[src/rtl/store_commit_ctrl_if.sv]
// store_commit_ctrl_if: store-queue head, load request and memory port bundle
interface store_commit_ctrl_if #(
    parameter int ADDR_W = 32,
    parameter int DATA_W = 32
);
    logic              sq_head_valid;
    logic [ADDR_W-1:0] sq_head_addr;
    logic [DATA_W-1:0] sq_head_data;
    logic [1:0]        sq_head_size;
    logic              sq_pop;
    logic              ld_req_valid;
    logic [ADDR_W-1:0] ld_req_addr;
    logic [1:0]        ld_req_size;
    logic              ld_req_ready;
    logic              mem_req_valid;
    logic              mem_req_we;
    logic [ADDR_W-1:0] mem_req_addr;
    logic [DATA_W-1:0] mem_req_data;
    logic [1:0]        mem_req_size;
    logic              mem_req_ready;
    logic              mem_st_ack;

    modport slave (
        input  sq_head_valid, sq_head_addr, sq_head_data, sq_head_size,
        input  ld_req_valid, ld_req_addr, ld_req_size, mem_req_ready, mem_st_ack,
        output sq_pop, ld_req_ready, mem_req_valid, mem_req_we, mem_req_addr,
        output mem_req_data, mem_req_size
    );

    modport master (
        output sq_head_valid, sq_head_addr, sq_head_data, sq_head_size,
        output ld_req_valid, ld_req_addr, ld_req_size, mem_req_ready, mem_st_ack,
        input  sq_pop, ld_req_ready, mem_req_valid, mem_req_we, mem_req_addr,
        input  mem_req_data, mem_req_size
    );
endinterface

[src/rtl/store_commit_ctrl.sv]
// store_commit_ctrl: drains committed stores to the shared memory port, arbitrating against loads
module store_commit_ctrl #(
    parameter int N            = 2,
    parameter int SQ_DEPTH     = 8,
    parameter int ADDR_W       = 32,
    parameter int DATA_W       = 32,
    parameter int HIGH_WATER   = 6,
    parameter int STARVE_LIMIT = 4
) (
    input  logic                          clk,
    input  logic                          rst_n,
    input  logic [$clog2(N+1)-1:0]        rob_commit_stores_i,
    store_commit_ctrl_if.slave            bus,
    output logic [$clog2(SQ_DEPTH+1)-1:0] pending_cnt_o,
    output logic                          sq_drained_o,
    output logic                          overflow_err_o
);
    localparam int PW = $clog2(SQ_DEPTH + 1);
    localparam int SW = $clog2(STARVE_LIMIT + 1);
    localparam logic [1:0] IDLE = 2'd0, LD_REQ = 2'd1, ST_REQ = 2'd2, ST_ACK = 2'd3;

    logic [1:0]        state_q, state_d;
    logic [PW-1:0]     pending_q, pending_d;
    logic [SW-1:0]     starve_q, starve_d;
    logic              ovf_q, ovf_d;
    logic              valid_q, valid_d, we_q, we_d;
    logic [ADDR_W-1:0] addr_q, addr_d;
    logic [DATA_W-1:0] data_q, data_d;
    logic [1:0]        size_q, size_d;
    logic              store_eligible, force_store, grant_st, grant_ld, pop, over;
    logic [PW:0]       sum;

    assign store_eligible = (pending_q != '0) && bus.sq_head_valid;
    assign force_store    = (pending_q >= PW'(HIGH_WATER)) || (starve_q == SW'(STARVE_LIMIT));
    assign grant_st       = (state_q == IDLE) && store_eligible && (!bus.ld_req_valid || force_store);
    // gated by rst_n so a load is never accepted while the block is held in reset
    assign grant_ld       = rst_n && (state_q == IDLE) && !grant_st && bus.ld_req_valid;
    assign pop            = (state_q == ST_ACK) && bus.mem_st_ack;
    assign sum            = {1'b0, pending_q} + (PW+1)'(rob_commit_stores_i) - (PW+1)'(pop);
    assign over           = sum > (PW+1)'(SQ_DEPTH);
    assign pending_d      = over ? PW'(SQ_DEPTH) : sum[PW-1:0];
    assign ovf_d          = ovf_q | over;

    always_comb begin
        state_d  = state_q;
        valid_d  = valid_q;
        we_d     = we_q;
        addr_d   = addr_q;
        data_d   = data_q;
        size_d   = size_q;
        starve_d = starve_q;
        if (grant_st) begin
            state_d  = ST_REQ;
            valid_d  = 1'b1;
            we_d     = 1'b1;
            addr_d   = bus.sq_head_addr;
            data_d   = bus.sq_head_data;
            size_d   = bus.sq_head_size;
            starve_d = '0;
        end else if (grant_ld) begin
            state_d  = LD_REQ;
            valid_d  = 1'b1;
            we_d     = 1'b0;
            addr_d   = bus.ld_req_addr;
            data_d   = '0;
            size_d   = bus.ld_req_size;
            starve_d = (store_eligible && starve_q != SW'(STARVE_LIMIT)) ? starve_q + 1'b1 : starve_q;
        end else if ((state_q == LD_REQ || state_q == ST_REQ) && bus.mem_req_ready) begin
            valid_d = 1'b0;
            state_d = (state_q == ST_REQ) ? ST_ACK : IDLE;
        end else if (pop) begin
            state_d = IDLE;
        end
    end

    always_ff @(posedge clk or negedge rst_n) begin
        if (!rst_n) begin
            state_q   <= IDLE;
            pending_q <= '0;
            starve_q  <= '0;
            ovf_q     <= 1'b0;
            valid_q   <= 1'b0;
            we_q      <= 1'b0;
            addr_q    <= '0;
            data_q    <= '0;
            size_q    <= '0;
        end else begin
            state_q   <= state_d;
            pending_q <= pending_d;
            starve_q  <= starve_d;
            ovf_q     <= ovf_d;
            valid_q   <= valid_d;
            we_q      <= we_d;
            addr_q    <= addr_d;
            data_q    <= data_d;
            size_q    <= size_d;
        end
    end

    assign bus.sq_pop        = pop;
    assign bus.ld_req_ready  = grant_ld;
    assign bus.mem_req_valid = valid_q;
    assign bus.mem_req_we    = we_q;
    assign bus.mem_req_addr  = addr_q;
    assign bus.mem_req_data  = data_q;
    assign bus.mem_req_size  = size_q;
    assign pending_cnt_o     = pending_q;
    assign sq_drained_o      = (pending_q == '0) && (state_q == IDLE);
    assign overflow_err_o    = ovf_q;
endmodule
[src/flat_wrapper.sv]
// flat-port wrapper written by rule: the top's interface ports become plain ports
module store_commit_ctrl_flat 
#(
    parameter int N            = 2,
    parameter int SQ_DEPTH     = 8,
    parameter int ADDR_W       = 32,
    parameter int DATA_W       = 32,
    parameter int HIGH_WATER   = 6,
    parameter int STARVE_LIMIT = 4
)
  (clk, rst_n, rob_commit_stores_i, pending_cnt_o, sq_drained_o, overflow_err_o, bus_sq_head_valid, bus_sq_head_addr, bus_sq_head_data, bus_sq_head_size, bus_ld_req_valid, bus_ld_req_addr, bus_ld_req_size, bus_mem_req_ready, bus_mem_st_ack, bus_sq_pop, bus_ld_req_ready, bus_mem_req_valid, bus_mem_req_we, bus_mem_req_addr, bus_mem_req_data, bus_mem_req_size);
  store_commit_ctrl_if #(.ADDR_W(ADDR_W), .DATA_W(DATA_W)) bus_i ();
  input  logic clk;
  input  logic rst_n;
  input  logic [$clog2(N+1)-1:0] rob_commit_stores_i;
  output logic [$clog2(SQ_DEPTH+1)-1:0] pending_cnt_o;
  output logic sq_drained_o;
  output logic overflow_err_o;
  input wire logic [$bits(bus_i.sq_head_valid)-1:0] bus_sq_head_valid;
  input wire logic [$bits(bus_i.sq_head_addr)-1:0] bus_sq_head_addr;
  input wire logic [$bits(bus_i.sq_head_data)-1:0] bus_sq_head_data;
  input wire logic [$bits(bus_i.sq_head_size)-1:0] bus_sq_head_size;
  input wire logic [$bits(bus_i.ld_req_valid)-1:0] bus_ld_req_valid;
  input wire logic [$bits(bus_i.ld_req_addr)-1:0] bus_ld_req_addr;
  input wire logic [$bits(bus_i.ld_req_size)-1:0] bus_ld_req_size;
  input wire logic [$bits(bus_i.mem_req_ready)-1:0] bus_mem_req_ready;
  input wire logic [$bits(bus_i.mem_st_ack)-1:0] bus_mem_st_ack;
  output wire logic [$bits(bus_i.sq_pop)-1:0] bus_sq_pop;
  output wire logic [$bits(bus_i.ld_req_ready)-1:0] bus_ld_req_ready;
  output wire logic [$bits(bus_i.mem_req_valid)-1:0] bus_mem_req_valid;
  output wire logic [$bits(bus_i.mem_req_we)-1:0] bus_mem_req_we;
  output wire logic [$bits(bus_i.mem_req_addr)-1:0] bus_mem_req_addr;
  output wire logic [$bits(bus_i.mem_req_data)-1:0] bus_mem_req_data;
  output wire logic [$bits(bus_i.mem_req_size)-1:0] bus_mem_req_size;
  assign bus_i.sq_head_valid = bus_sq_head_valid;
  assign bus_i.sq_head_addr = bus_sq_head_addr;
  assign bus_i.sq_head_data = bus_sq_head_data;
  assign bus_i.sq_head_size = bus_sq_head_size;
  assign bus_i.ld_req_valid = bus_ld_req_valid;
  assign bus_i.ld_req_addr = bus_ld_req_addr;
  assign bus_i.ld_req_size = bus_ld_req_size;
  assign bus_i.mem_req_ready = bus_mem_req_ready;
  assign bus_i.mem_st_ack = bus_mem_st_ack;
  assign bus_sq_pop = bus_i.sq_pop;
  assign bus_ld_req_ready = bus_i.ld_req_ready;
  assign bus_mem_req_valid = bus_i.mem_req_valid;
  assign bus_mem_req_we = bus_i.mem_req_we;
  assign bus_mem_req_addr = bus_i.mem_req_addr;
  assign bus_mem_req_data = bus_i.mem_req_data;
  assign bus_mem_req_size = bus_i.mem_req_size;
  store_commit_ctrl #(.N(N), .SQ_DEPTH(SQ_DEPTH), .ADDR_W(ADDR_W), .DATA_W(DATA_W), .HIGH_WATER(HIGH_WATER), .STARVE_LIMIT(STARVE_LIMIT)) u_core (.clk(clk), .rst_n(rst_n), .rob_commit_stores_i(rob_commit_stores_i), .bus(bus_i), .pending_cnt_o(pending_cnt_o), .sq_drained_o(sq_drained_o), .overflow_err_o(overflow_err_o));
endmodule
[config.mk]
export PLATFORM = sky130hd
export DESIGN_NAME = store_commit_ctrl_flat
export DESIGN_NICKNAME = d
export VERILOG_FILES = /design/src/rtl/store_commit_ctrl_if.sv /design/src/rtl/store_commit_ctrl.sv /design/src/flat_wrapper.sv
export SDC_FILE = /design/constraint.sdc
export NUM_CORES = 1
export LEC_CHECK = 0
export BUFFER_PORTS_ARGS = -buffer_cell sky130_fd_sc_hd__buf_2
export CAP_MARGIN = 5
export CELL_PAD_IN_SITES_DETAIL_PLACEMENT = 2
export CELL_PAD_IN_SITES_GLOBAL_PLACEMENT = 2
export CORE_ASPECT_RATIO = 1.75
export CORE_MARGIN = 4
export CORE_UTILIZATION = 24
export CTS_CLUSTER_DIAMETER = 200
export DETAILED_ROUTE_END_ITERATION = 8
export PLACE_DENSITY_LB_ADDON = 0.1
export REMOVE_ABC_BUFFERS = 1
export SYNTH_ARGS = -nofsm -noshare
export SYNTH_HDL_FRONTEND = slang
export SYNTH_SLANG_ARGS = --single-unit
[constraint.sdc]
create_clock -name clk -period 2.55 [get_ports clk]
set_input_delay 0.255 -clock clk [delete_from_list [all_inputs] [get_ports clk]]
set_output_delay 0.255 -clock clk [all_outputs]
set_load 0.01 [all_outputs]
==> out/results.ini <==
[worst_hold_path]
holdPathStages=3
hold_path_end=u_core.bus.mem_req_addr[4]$_DFFE_PN0P_
hp-class=in2reg
hold_start=bus_sq_head_addr[4]

[outcome]
status=completed

[route]
met1Wirelength_um=5380
wl_per_cell_um=19.75
drt_iter0_drc=66
wirelength_um=14810
first_pass_iters=4
antenna_left=0
drc_errors=0
via_per_inst=4.764
route.met2.wl_um=8538
met3_length_um=699
vias=3573
top_layer_used=met5

[logic_synthesis]
ys_ff_latch=78
synth_simple_gate_area_share_pct=16.31
synth_top_family_by_area=simple AND/OR/NAND/NOR gates
synth_area_um2=3727
synthCells=378
synth-seq-area-share_pct=52.37
yosys.area_share.adder_pct=4.565
syn_avg_cell_area_um2=9.861
synth_mux_area_share_pct=9.433
synth_cell_types=40
synth_xor_xnor_area_share_pct=0.7049
synth_warnings=0
synth_compound_gate_area_share_pct=11.65

[sta]
period_minus_slack_ns=2.482
hold_viol=0
setup_tns_ns=0
tightest_slew_ns=0.8608
fmax_mhz=402.9
holdWs_ns=0.1397
post-route-period-util_pct=97.34
relSlewSlack_pct=42.62
rsz0062_at_grt=yes
setup_viol=0
finalMaxSlewViolations=0
clock_skew_ns=0.006060

[final_layout]
drive_above_1_share_pct=40.43
antenna_cells=0
layout.nets=681
syn2layout_area_growth_pct=42.09
nFillCells=1776
finalInstanceArea_um2=5296
regArea_um2=1952
multi_input_area_um2=1665

[critical_path]
cp_slowest_cell=fa_2
crit_top_cell=ha_2
critPathTopFamily=adder cells
reg2reg_slack_ns=0.07
crit_chain=ha_2 > and2_4 > ha_1 > inv_1 > ha_2 > inv_2 > fa_2 > nor2b_4 > o31ai_4 > xnor2_2 > a211o_1
crit_type=reg2reg
reg2regPathDepth=11
r2r_end=u_core.overflow_err_o$_DFF_PN0_
reg2reg_from=u_core.state_q[0]$_DFFE_PN0P_
cp-end-kind=flop
critical_path_required_ns=2.76
startpoint_type=flop
slowest_delay_ns=0.41
cp.arrival_ns=2.70
worst-path-buf-inv=2
worstPathMaxFanout=5

[clock_network]
cts_tree=built
clkLatencyLatePin_ns=0.34
clock-sinks=78
clk_path_buf_depth=2
root_buffer=clkbuf_16
htree_levels=3
numCtsBuffers=9
clkTransAtPathRegs_ns=0.06

[power_and_ir_drop]
leakagePower_nw=2.806
power_w=0.006202
intPower_w=0.003787
netSwitchingFraction_pct=38.93
clockPowerShare_pct=22.9
switching_power_w=0.002415
p_comb_share_pct=44.3
powerDensity_nw_per_um2=1171
pwr-share-seq_pct=32.9
peakVddDrop_mv=0.4518

[floorplan]
coreArea_um2=15310
fp.dieH_um=172.9
start_util_pct=24.34
die_w_um=102.2
rows=60
dieArea_um2=17670
design.portCount=184

[place]
routabilityCongestion=0.7185
numPortBuffers=183
placed_area_um2=4863
hpwl_um=10170

[job]
cap_violations=0

[grt]
overflow=0
grt_pass1_vias=4131
grt_max_degree=70
grt_use_total_pct=16.82
antenna_found_initial=1
grt_pass1_wl_um=22840

## power groups by stage
stage	combinational [W]	sequential (W)	clock (W)
2_1_floorplan	0.00117	0.00229	0
3_3_place_gp	0.00255	0.00204	0
3_5_place_dp	0.00265	0.00207	0
4_1_cts	0.00269	0.00205	0.00148
5_1_grt	0.00307	0.00211	0.00153
6_report	0.00274	0.00204	0.00142
## through the flow
| step | worst slack, ns | util [%] | instances |
|---|---|---|---|
| final | 0.06777 | 34.58 | 750 |
| after global routing | -0.03390 | 34.58 | 750 |
| after detailed placement | -0.07188 | 31.76 | 727 |
| after CTS | 0.04977 | 34.01 | 744 |
| after floorplan | -1.442 | - | 350 |
| after global placement | -0.001973 | 31.76 | 727 |
## layout make-up
cell class / instances / share of cell area [%]
clock buffer: 11 / 4.772
clock inverter: 4 / 1.323
inverter: 14 / 0.9922
multi-input combinational: 259 / 31.44
sequential: 78 / 36.85
tap: 186 / 4.394
timing repair buffer: 198 / 20.22
## sequential cells by signal (all words and copies together), names as in the netlist
| signal | count |
|---|---|
| u_core.starve_q | 3 |
| u_core.bus.mem_req_we | 1 |
| u_core.bus.mem_req_valid | 1 |
| u_core.bus.mem_req_addr | 32 |
| u_core.state_q | 2 |
| u_core.bus.mem_req_data | 32 |
| u_core.bus.mem_req_size | 2 |
| u_core.overflow_err_o | 1 |
| u_core.pending_cnt_o | 4 |
## what timing repair did
item	in CTS	in global routing
gates cloned	0	1
resized for setup	3	10
hold buffers	1	0
pin swaps	1	4
setup endpoints to repair	5	6
setup buffers	1	5
endpoints found under the hold margin	16	0
## cells in the mapped netlist (all sizes together)
cell | number | area (µm²)
nor2b | 2 | 12.51
nand2b | 1 | 6.260
inv | 14 | 52.55
or2 | 1 | 6.260
o211ai | 1 | 7.510
nor3 | 2 | 10.01
o21ai | 68 | 340.3
a211o | 1 | 8.760
and3b | 1 | 8.760
and3 | 1 | 6.260
nor3b | 2 | 20.02
xnor2 | 1 | 8.760
a21oi | 5 | 25.02
a21boi | 1 | 7.510
nor4 | 1 | 6.260
o31ai | 1 | 7.510
mux2 | 1 | 11.26
buf | 11 | 68.81
nand3b | 1 | 7.510
xor2 | 2 | 17.52
nand2 | 41 | 153.9
mux2i | 34 | 340.3
nor2 | 2 | 7.510
a311oi | 1 | 15.01
a31oi | 1 | 6.260
a21o | 1 | 7.510
nand3 | 67 | 335.3
nand4 | 1 | 6.260
ha | 12 | 150.1
a22o | 1 | 8.760
and2 | 3 | 21.27
fa | 1 | 20.02
clkbuf | 17 | 63.81
dfrtp | 78 | 1952
## cell families after synthesis
group           count (synthesis)
buf+inv                        42
xor+xnor                        3
simple gates                  126
flops                          78
compound gates                 81
fa+ha+maj                      13
mux                            35
## routing by layer
layer | track usage [%] | vias to the layer above
met5 | 0 | -
met4 | 5.090 | 2
met3 | 3.876 | 10
met2 | 30.81 | 89
met1 | 18.75 | 1798
li1 | - | 1674
## worst min-delay path, delay by kind of cell
| family | cells | cell delay (ns) |
|---|---|---|
| simple gates | 1 | 0.05 |
| buf+inv | 1 | 0.08 |
| compound gates | 1 | 0.06 |
## how the worst max path moves through the flow
stage                                       from                                end  cells after the start
6_report           u_core.state_q[0]$_DFFE_PN0P_    u_core.overflow_err_o$_DFF_PN0_                     11
3_3_place_gp       u_core.state_q[1]$_DFFE_PN0P_  u_core.pending_cnt_o[3]$_DFF_PN0_                     11
2_1_floorplan  u_core.pending_cnt_o[2]$_DFF_PN0_                   bus_ld_req_ready                      6
3_5_place_dp       u_core.state_q[1]$_DFFE_PN0P_  u_core.pending_cnt_o[3]$_DFF_PN0_                     11
5_1_grt            u_core.state_q[0]$_DFFE_PN0P_    u_core.overflow_err_o$_DFF_PN0_                     11
4_1_cts            u_core.state_q[0]$_DFFE_PN0P_  u_core.pending_cnt_o[3]$_DFF_PN0_                     11
## layout by cell type, fill, tap and decap left out, types with 2 or more instances in the layout
master and count:
clkbuf_8 2, a21oi_1 5, clkbuf_16 9, ha_1 10, o21ai_0 61, clkinv_2 2
nand2_1 41, inv_1 13, xor2_1 2, dfrtp_1 78, ha_2 2, nand3_1 66
buf_4 12, mux2i_1 34, buf_2 182, bufinv_16 2, o21ai_1 7, and2_4 2
nor3_1 2, buf_12 3
No activity file was read; power rests on OpenSTA's default activity.
